===== src/rtl/display_scanner.sv =====
// Four-digit multiplexed seven-segment scanner: advances one digit per div_clk rising edge,
// blanks for one cycle between digits and latches a new frame only at the digit 3 -> 0 wrap.
module display_scanner #(
    parameter int BLANK_LEADING = 1
) (
    input  logic        clock,
    input  logic        reset,
    input  logic        div_clk,
    input  logic [15:0] value,
    input  logic [3:0]  dp_in,
    input  logic [3:0]  digit_en,
    output logic [3:0]  anode,
    output logic [6:0]  seg,
    output logic        dp,
    output logic [1:0]  digit_sel
);

    typedef enum logic {
        SHOW  = 1'b0,
        BLANK = 1'b1
    } scan_state_t;

    scan_state_t state_r;

    logic        sync1_r;
    logic        sync2_r;
    logic        hist_r;
    logic        tick_s;

    logic [15:0] shadow_val_r;
    logic [3:0]  shadow_dp_r;
    logic [3:0]  shadow_en_r;

    logic [1:0]  digit_sel_r;
    logic [3:0]  anode_r;
    logic [6:0]  seg_r;
    logic        dp_r;

    logic [3:0]  nibble_s;
    logic        lead_zero_s;
    logic        lit_s;
    logic [3:0]  anode_sel_s;
    logic [6:0]  seg_dec_s;

    // Standard active-low hex decode, bit0 = segment a.
    function automatic logic [6:0] hex_to_seg(input logic [3:0] nib);
        logic [6:0] s;
        case (nib)
            4'h0:    s = 7'h40;
            4'h1:    s = 7'h79;
            4'h2:    s = 7'h24;
            4'h3:    s = 7'h30;
            4'h4:    s = 7'h19;
            4'h5:    s = 7'h12;
            4'h6:    s = 7'h02;
            4'h7:    s = 7'h78;
            4'h8:    s = 7'h00;
            4'h9:    s = 7'h10;
            4'hA:    s = 7'h08;
            4'hB:    s = 7'h03;
            4'hC:    s = 7'h46;
            4'hD:    s = 7'h21;
            4'hE:    s = 7'h06;
            4'hF:    s = 7'h0E;
            default: s = 7'h7F;
        endcase
        return s;
    endfunction

    assign tick_s = sync2_r & ~hist_r;

    // Decode what the current digit would show from the frozen frame.
    always_comb begin
        nibble_s    = shadow_val_r[{digit_sel_r, 2'b00} +: 4];
        lead_zero_s = 1'b0;
        case (digit_sel_r)
            2'd0:    lead_zero_s = 1'b0;
            2'd1:    lead_zero_s = (shadow_val_r[15:4] == 12'h000);
            2'd2:    lead_zero_s = (shadow_val_r[15:8] == 8'h00);
            2'd3:    lead_zero_s = (shadow_val_r[15:12] == 4'h0);
            default: lead_zero_s = 1'b0;
        endcase
        if (shadow_en_r[digit_sel_r] && !((BLANK_LEADING != 0) && lead_zero_s)) begin
            lit_s = 1'b1;
        end else begin
            lit_s = 1'b0;
        end
        anode_sel_s = ~(4'b0001 << digit_sel_r);
        seg_dec_s   = hex_to_seg(nibble_s);
    end

    // Bring div_clk into the clock domain and keep one history bit for edge detection.
    always_ff @(posedge clock) begin
        if (!reset) begin
            sync1_r <= 1'b0;
            sync2_r <= 1'b0;
            hist_r  <= 1'b0;
        end else begin
            sync1_r <= div_clk;
            sync2_r <= sync1_r;
            hist_r  <= sync2_r;
        end
    end

    // Scan FSM: a tick always advances and blanks; the following quiet cycle lights the digit.
    always_ff @(posedge clock) begin
        if (!reset) begin
            state_r      <= SHOW;
            digit_sel_r  <= 2'd3;
            anode_r      <= 4'hF;
            seg_r        <= 7'h7F;
            dp_r         <= 1'b1;
            shadow_val_r <= 16'h0000;
            shadow_dp_r  <= 4'h0;
            shadow_en_r  <= 4'hF;
        end else if (tick_s) begin
            state_r     <= BLANK;
            digit_sel_r <= digit_sel_r + 2'd1;
            anode_r     <= 4'hF;
            seg_r       <= 7'h7F;
            dp_r        <= 1'b1;
            if (digit_sel_r == 2'd3) begin
                shadow_val_r <= value;
                shadow_dp_r  <= dp_in;
                shadow_en_r  <= digit_en;
            end
        end else begin
            case (state_r)
                BLANK: begin
                    state_r <= SHOW;
                    if (lit_s) begin
                        anode_r <= anode_sel_s;
                        seg_r   <= seg_dec_s;
                        dp_r    <= ~shadow_dp_r[digit_sel_r];
                    end else begin
                        anode_r <= 4'hF;
                        seg_r   <= 7'h7F;
                        dp_r    <= 1'b1;
                    end
                end
                SHOW: begin
                    state_r <= SHOW;
                end
                default: begin
                    state_r <= SHOW;
                    anode_r <= 4'hF;
                    seg_r   <= 7'h7F;
                    dp_r    <= 1'b1;
                end
            endcase
        end
    end

    assign anode     = anode_r;
    assign seg       = seg_r;
    assign dp        = dp_r;
    assign digit_sel = digit_sel_r;

endmodule


===== config.mk =====
export PLATFORM = sky130hd
export DESIGN_NAME = display_scanner
export DESIGN_NICKNAME = d
export VERILOG_FILES = /design/src/rtl/display_scanner.sv
export SDC_FILE = /design/constraint.sdc
export NUM_CORES = 1
export LEC_CHECK = 0
export CAP_MARGIN = 25
export CORE_MARGIN = 4
export CORE_UTILIZATION = 45
export CTS_CLUSTER_SIZE = 10
export DETAILED_ROUTE_END_ITERATION = 8
export PLACE_DENSITY_LB_ADDON = 0.12
export SLEW_MARGIN = 10
export SYNTH_ARGS = -nofsm -noshare
export SYNTH_HDL_FRONTEND = slang
export SYNTH_SLANG_ARGS = --single-unit

===== constraint.sdc =====
create_clock -name clock -period 2.44 [get_ports clock]
set_input_delay 0.488 -clock clock [delete_from_list [all_inputs] [get_ports clock]]
set_output_delay 0.488 -clock clock [all_outputs]
set_load 0.005 [all_outputs]

Yosys cells after proc, flatten, opt, wreduce, memory -nomap -nowiden. Memory sizes are Yosys's and may differ from the RTL's. Index checks and enable logic that the tools add are counted.

Flip-flop bits (word level): 42. Bits in read-only memories: 112. Input bits: 27. Output and inout port bits: 14. Word-level logic and storage cells: 42. Memories kept: 1.

Memory list: (no name shown) (depth 16, width 7, read ports 1, clocked after Yosys merged registers in 0, wr ports 0, line 48) `case (nib)`.

$add $sub $neg: 1. Order comparisons: 1. Equality and inequality tests: 3. Shift-type cells: 2. Mux-type cells: 10. Bitwise logic cells: 5. Reductions and logical operators: 8.

Operators by type and width (count): $shiftx A16 B5 Y4 (1); $logic_not A12 Y1 (1); $logic_not A8 Y1 (1); $mux W7 (1); $mux W1 (5); $bmux W1 S2 (2); $eq A2 B2 Y1 const B (2); $logic_not A4 Y1 (1); $mux W4 (1); $not A4 Y4 (1); $pmux W1 S4 (1); $shl A1 B2 Y4 const A (1); $lt A2 B3 Y1 const B (1); $not A1 Y1 (3); $add A2 B1 Y2 const B (1); $eq A2 B1 Y1 const B (1); $logic_not A2 Y1 (1); $reduce_and A2 Y1 (1); $reduce_or A2 Y1 (1); $and A1 B1 Y1 (1); $logic_and A1 B1 Y1 (1); $logic_not A1 Y1 (1).

Depth between registers and ports, before layout.
Depth in word-level cells: 6. Mapped depth: 8.

Worst setup path after synthesis. OpenSTA, ideal clock, no wires.

Path type: register to register. Start: reg digit_sel_r[0], in the netlist digit_sel[0]. End: reg seg_r[3], in the netlist seg[3]. Setup time: 0.122 ns. Arrival time: 2.008 ns. Required time: 2.318 ns. Path slack: 0.310 ns. Stages on the path, launching flop included: 8. Path buffers: 1. Period minus slack after synthesis: 2.130 ns. Path through: dfxtp_1 -> buf_4 -> mux4_2 -> inv_1 -> ha_1 -> inv_1 -> mux4_2 -> o32a_1.

Cells in the longest elaborated chain, start to end: 6. Elaborated cells between the ends (all ways): 13. Those cells by class: eq/ne (3); shift (1); mux (5); reduce/logical (3); memory (1).

RTL lines: from (decl) (line 34) `logic [1:0] digit_sel_r;`; from (signal assigned) (line 118) `digit_sel_r <= digit_sel_r + 2'd1;`; branches (longest 5 deep; another with $mem_v2 Z16 W7); $mux W7 * (line 131) `if (lit_s) begin`; to (signal assigned) (line 133) `seg_r <= seg_dec_s;`; to (decl) (line 36) `logic [6:0] seg_r;`.

Every way passes the cells marked *. The select of a mux whose other input is x is not followed. A chain may end at the register's enable or synchronous reset.

Worst setup path in the final report.
Start: reg digit_sel_r[1], in the netlist digit_sel[1]. End: reg seg_r[3], in the netlist seg[3].

The elaborated chain is that of the path after synthesis.

==> run_results.csv <==
group,metric,value,unit
global_route,grt_max_degree,32,
global_route,use_met2,24.1,%
layout,finalNonFillerCells,308,
yosys,synthesis.area,2000,um2
power_and_ir_drop,p_comb_share,13.7,%
yosys,synthFlopType,"dfxtp_1",
power_and_ir_drop,power_frac_seq,54.2,%
yosys,synth_edf_count,0,
yosys,yosys-top-cells-count,"66 x nand2_1, 42 x dfxtp_1, 20 x a21boi_0, 11 x ha_1, 10 x clkbuf_1",
setup_path,worstSetupPathType,"reg2reg",
placed_design,portBuffers,40,
route,viasPerCell,5.14,
global_route,grt_util_met1,21.4,%
timing,tightest_slew,0.620,ns
yosys,synth_nets,260,
setup_path,crit_path_top_delay_cell,"dfxtp_1",
timing,fin_tns_setup,0,ns
floorplan,coreArea,4140,um2
route,drtPass1Iterations,5,
placed_design,dpl-instance-area,2430,um2
route,first_iter_violations,80,
route,drt-total-wl,4030,um
timing,max_slew_margin,58.6,%
setup_path,start_kind,"flip-flop",
global_route,antenna_found_initial,0,
setup_path,crit_cells,6,
setup_path,end_kind,"flip-flop",
placed_design,dp.cells,302,
setup_path,cp_cell_sequence,"mux4_2, inv_1, ha_1, inv_1, mux4_2, o32a_1",
placed_design,hpwl,3030,um
clocking,postCtsSetupRepairBufs,0,
timing,max_clock_freq,0.485,GHz
global_route,use_met3,4.01,%
clocking,clk_pin_slew,0.07,ns
yosys,synth-seq-area-share,42.1,%
setup_path,crit_fanout,10,
global_route,busiest_layer,"met2",
status,status,"finished, final reports clean",
timing,finalCritPeriodShare,84.5,%
power_and_ir_drop,p_switching,0.000310,W
power_and_ir_drop,power_density,532,nW/um2
layout,antenna-diode-count,0,
timing,setup_viol,0,
yosys,synth_top_area_share,42.1,%
clocking,cts_buffers,5,
timing,hold_viol_final,0,
timing,min_period,2.06,ns
clocking,cts_hold_buf,0,
layout,syn_to_final_growth,25.8,%
setup_path,crit_path_end,"seg[3]",
global_route,grt.overflow.total,0,
placed_design,place_congestion,0.827,
route,postRouteAntennaNets,0,
layout,nets,297,
setup_path,cpPeakStageDelay,0.57,ns
clocking,ctsHtreeMaxLevel,2,
setup_path,required,2.62,ns
setup_path,crit_start,"digit_sel[1]",
layout,final_cell_area,2510,um2
setup_path,r2r-start,"digit_sel[1]",
floorplan,die_w,74.6,um
yosys,synthArstFlopShare,0,%
floorplan,core.rowCount,23,
timing,drv_slew,0,
clocking,cts_sinks,42,
yosys,ys_types,31,
timing,holdWs,0.435,ns
yosys,ys_ff_latch,42,
power_and_ir_drop,power_frac_clock,32.1,%
setup_path,arrival,2.24,ns
yosys,synth_largest_area_cell,"dfxtp_1",
layout,drive_above_1_share,8.14,%
setup_path,rrSetupSlack,0.38,ns
setup_path,crit_family,"multiplexers",
global_route,grt_usage,15.6,%
power_and_ir_drop,netSwitchingFraction,23.2,%
clocking,cts_buffer_depth,2,
route,avgRoutedWirePerCell,13.1,um
power_and_ir_drop,p_total,0.00134,W
floorplan,start_util,48.2,%
power_and_ir_drop,ir_worst_vdd,259,uV
yosys,yosysMostFrequentCell,"nand2_1",
yosys,synth_area_per_cell,9.00,um2
clocking,clk_root_buffer_cell,"clkbuf_8",
setup_path,reg2reg_depth,6,
floorplan,die_y,74.6,um
clocking,cts_tree,"yes",
floorplan,die-area,5570,um2
setup_path,crit_buf_inv,2,
power_and_ir_drop,p_int,0.00103,W
layout,nFillCells,396,
clocking,ctsResizeCount,0,
timing,rsz0062_at_grt,"no",
yosys,synthCells,222,
floorplan,io_pins,41,
job,maxCapViolCount,0,
route,via_count,1583,
worst_hold_path,hold_class,"reg2reg",
global_route,grt_pass1_wl,6720,um
yosys,yosys_warnings,0,
clocking,clk_latency,0.28,ns
global_route,grt_pass1_vias,1455,
route,drc_errors,0,
timing,fin_worst_skew,0.00472,ns
power_and_ir_drop,p_leak,0.928,nW
setup_path,r2r_end,"seg[3]",
yosys,synth_area_leaders,"dfxtp_1 42%, nand2_1 12%, mux4_2 7.9%",
## power groups by stage
stage | clock network, W | logic (W) | registers [W]
after detailed placement | 0 | 0.000185 | 0.000740
final | 0.000429 | 0.000183 | 0.000724
after floorplan | 0 | 0.000116 | 0.000732
after CTS | 0.000442 | 0.000186 | 0.000724
after global routing | 0.000459 | 0.000206 | 0.000727
after global placement | 0 | 0.000185 | 0.000740
## through the flow
stage          util [%]  setup WS, ns
6_report           60.6         0.379
3_3_place_gp       58.6         0.439
4_1_cts            60.6         0.375
3_5_place_dp       58.6         0.359
2_1_floorplan         -         0.310
5_1_grt            60.6         0.255
## placed cells by master, fill, tap and decap left out, types with 3 or more instances in the layout
| master | synthesis | final |
|---|---|---|
| nand2_1 | 66 | 66 |
| dfxtp_1 | 42 | 42 |
| clkdlybuf4s50_1 | 0 | 40 |
| a21boi_0 | 20 | 20 |
| ha_1 | 11 | 11 |
| inv_1 | 7 | 7 |
| mux4_2 | 7 | 7 |
| nand3_1 | 6 | 6 |
| o22ai_1 | 6 | 6 |
| clkbuf_8 | 0 | 6 |
| buf_4 | 1 | 6 |
| and2_1 | 5 | 5 |
| a21oi_1 | 5 | 5 |
| mux2i_1 | 4 | 4 |
| o32a_1 | 4 | 4 |
| nor4_1 | 3 | 3 |
## state kept, by name (all words and copies together) (netlist names)
register,cells
sync1_r,1
shadow_val_r,16
anode,4
seg,7
dp,1
sync2_r,1
digit_sel,2
state_r,1
hist_r,1
shadow_dp_r,4
shadow_en_r,4
## worst min-delay path by stage
stage	start	to	slack, ns	depth (start not counted)
after CTS	sync1_r	sync2_r	0.44	1
after global placement	sync1_r	sync2_r	0.41	1
final	sync1_r	sync2_r	0.43	1
after detailed placement	sync1_r	sync2_r	0.42	1
after global routing	sync1_r	sync2_r	0.45	1
after floorplan	sync1_r	sync2_r	0.41	1
## kinds of logic after synthesis
logic type	Yosys count	synth area share (%)
adders and majority gates	11	6.89
muxes	11	9.90
AOI/OAI and AO/OA	44	16.4
xor gates and xnor gates	1	0.439
buffers and inverters	23	5.14
and+or+nand+nor	90	19.2
DFF	42	42.1
## area by class of cell
class / instances / area (um2) / share of cell area, %
multi-input cells: 157 / 1050 / 42.0
clock buffers: 6 / 82.6 / 3.29
repair buffers: 46 / 445 / 17.7
inverters: 7 / 26.3 / 1.05
flip-flops and latches: 42 / 841 / 33.5
well taps: 50 / 62.6 / 2.49
## layer usage
layer,vias to the layer above,wire (um)
met1,702,1980
li1,834,-
met3,9,204
met4,0,62
met2,38,1780
met5,-,0
Power figures use the tool's default switching activity.
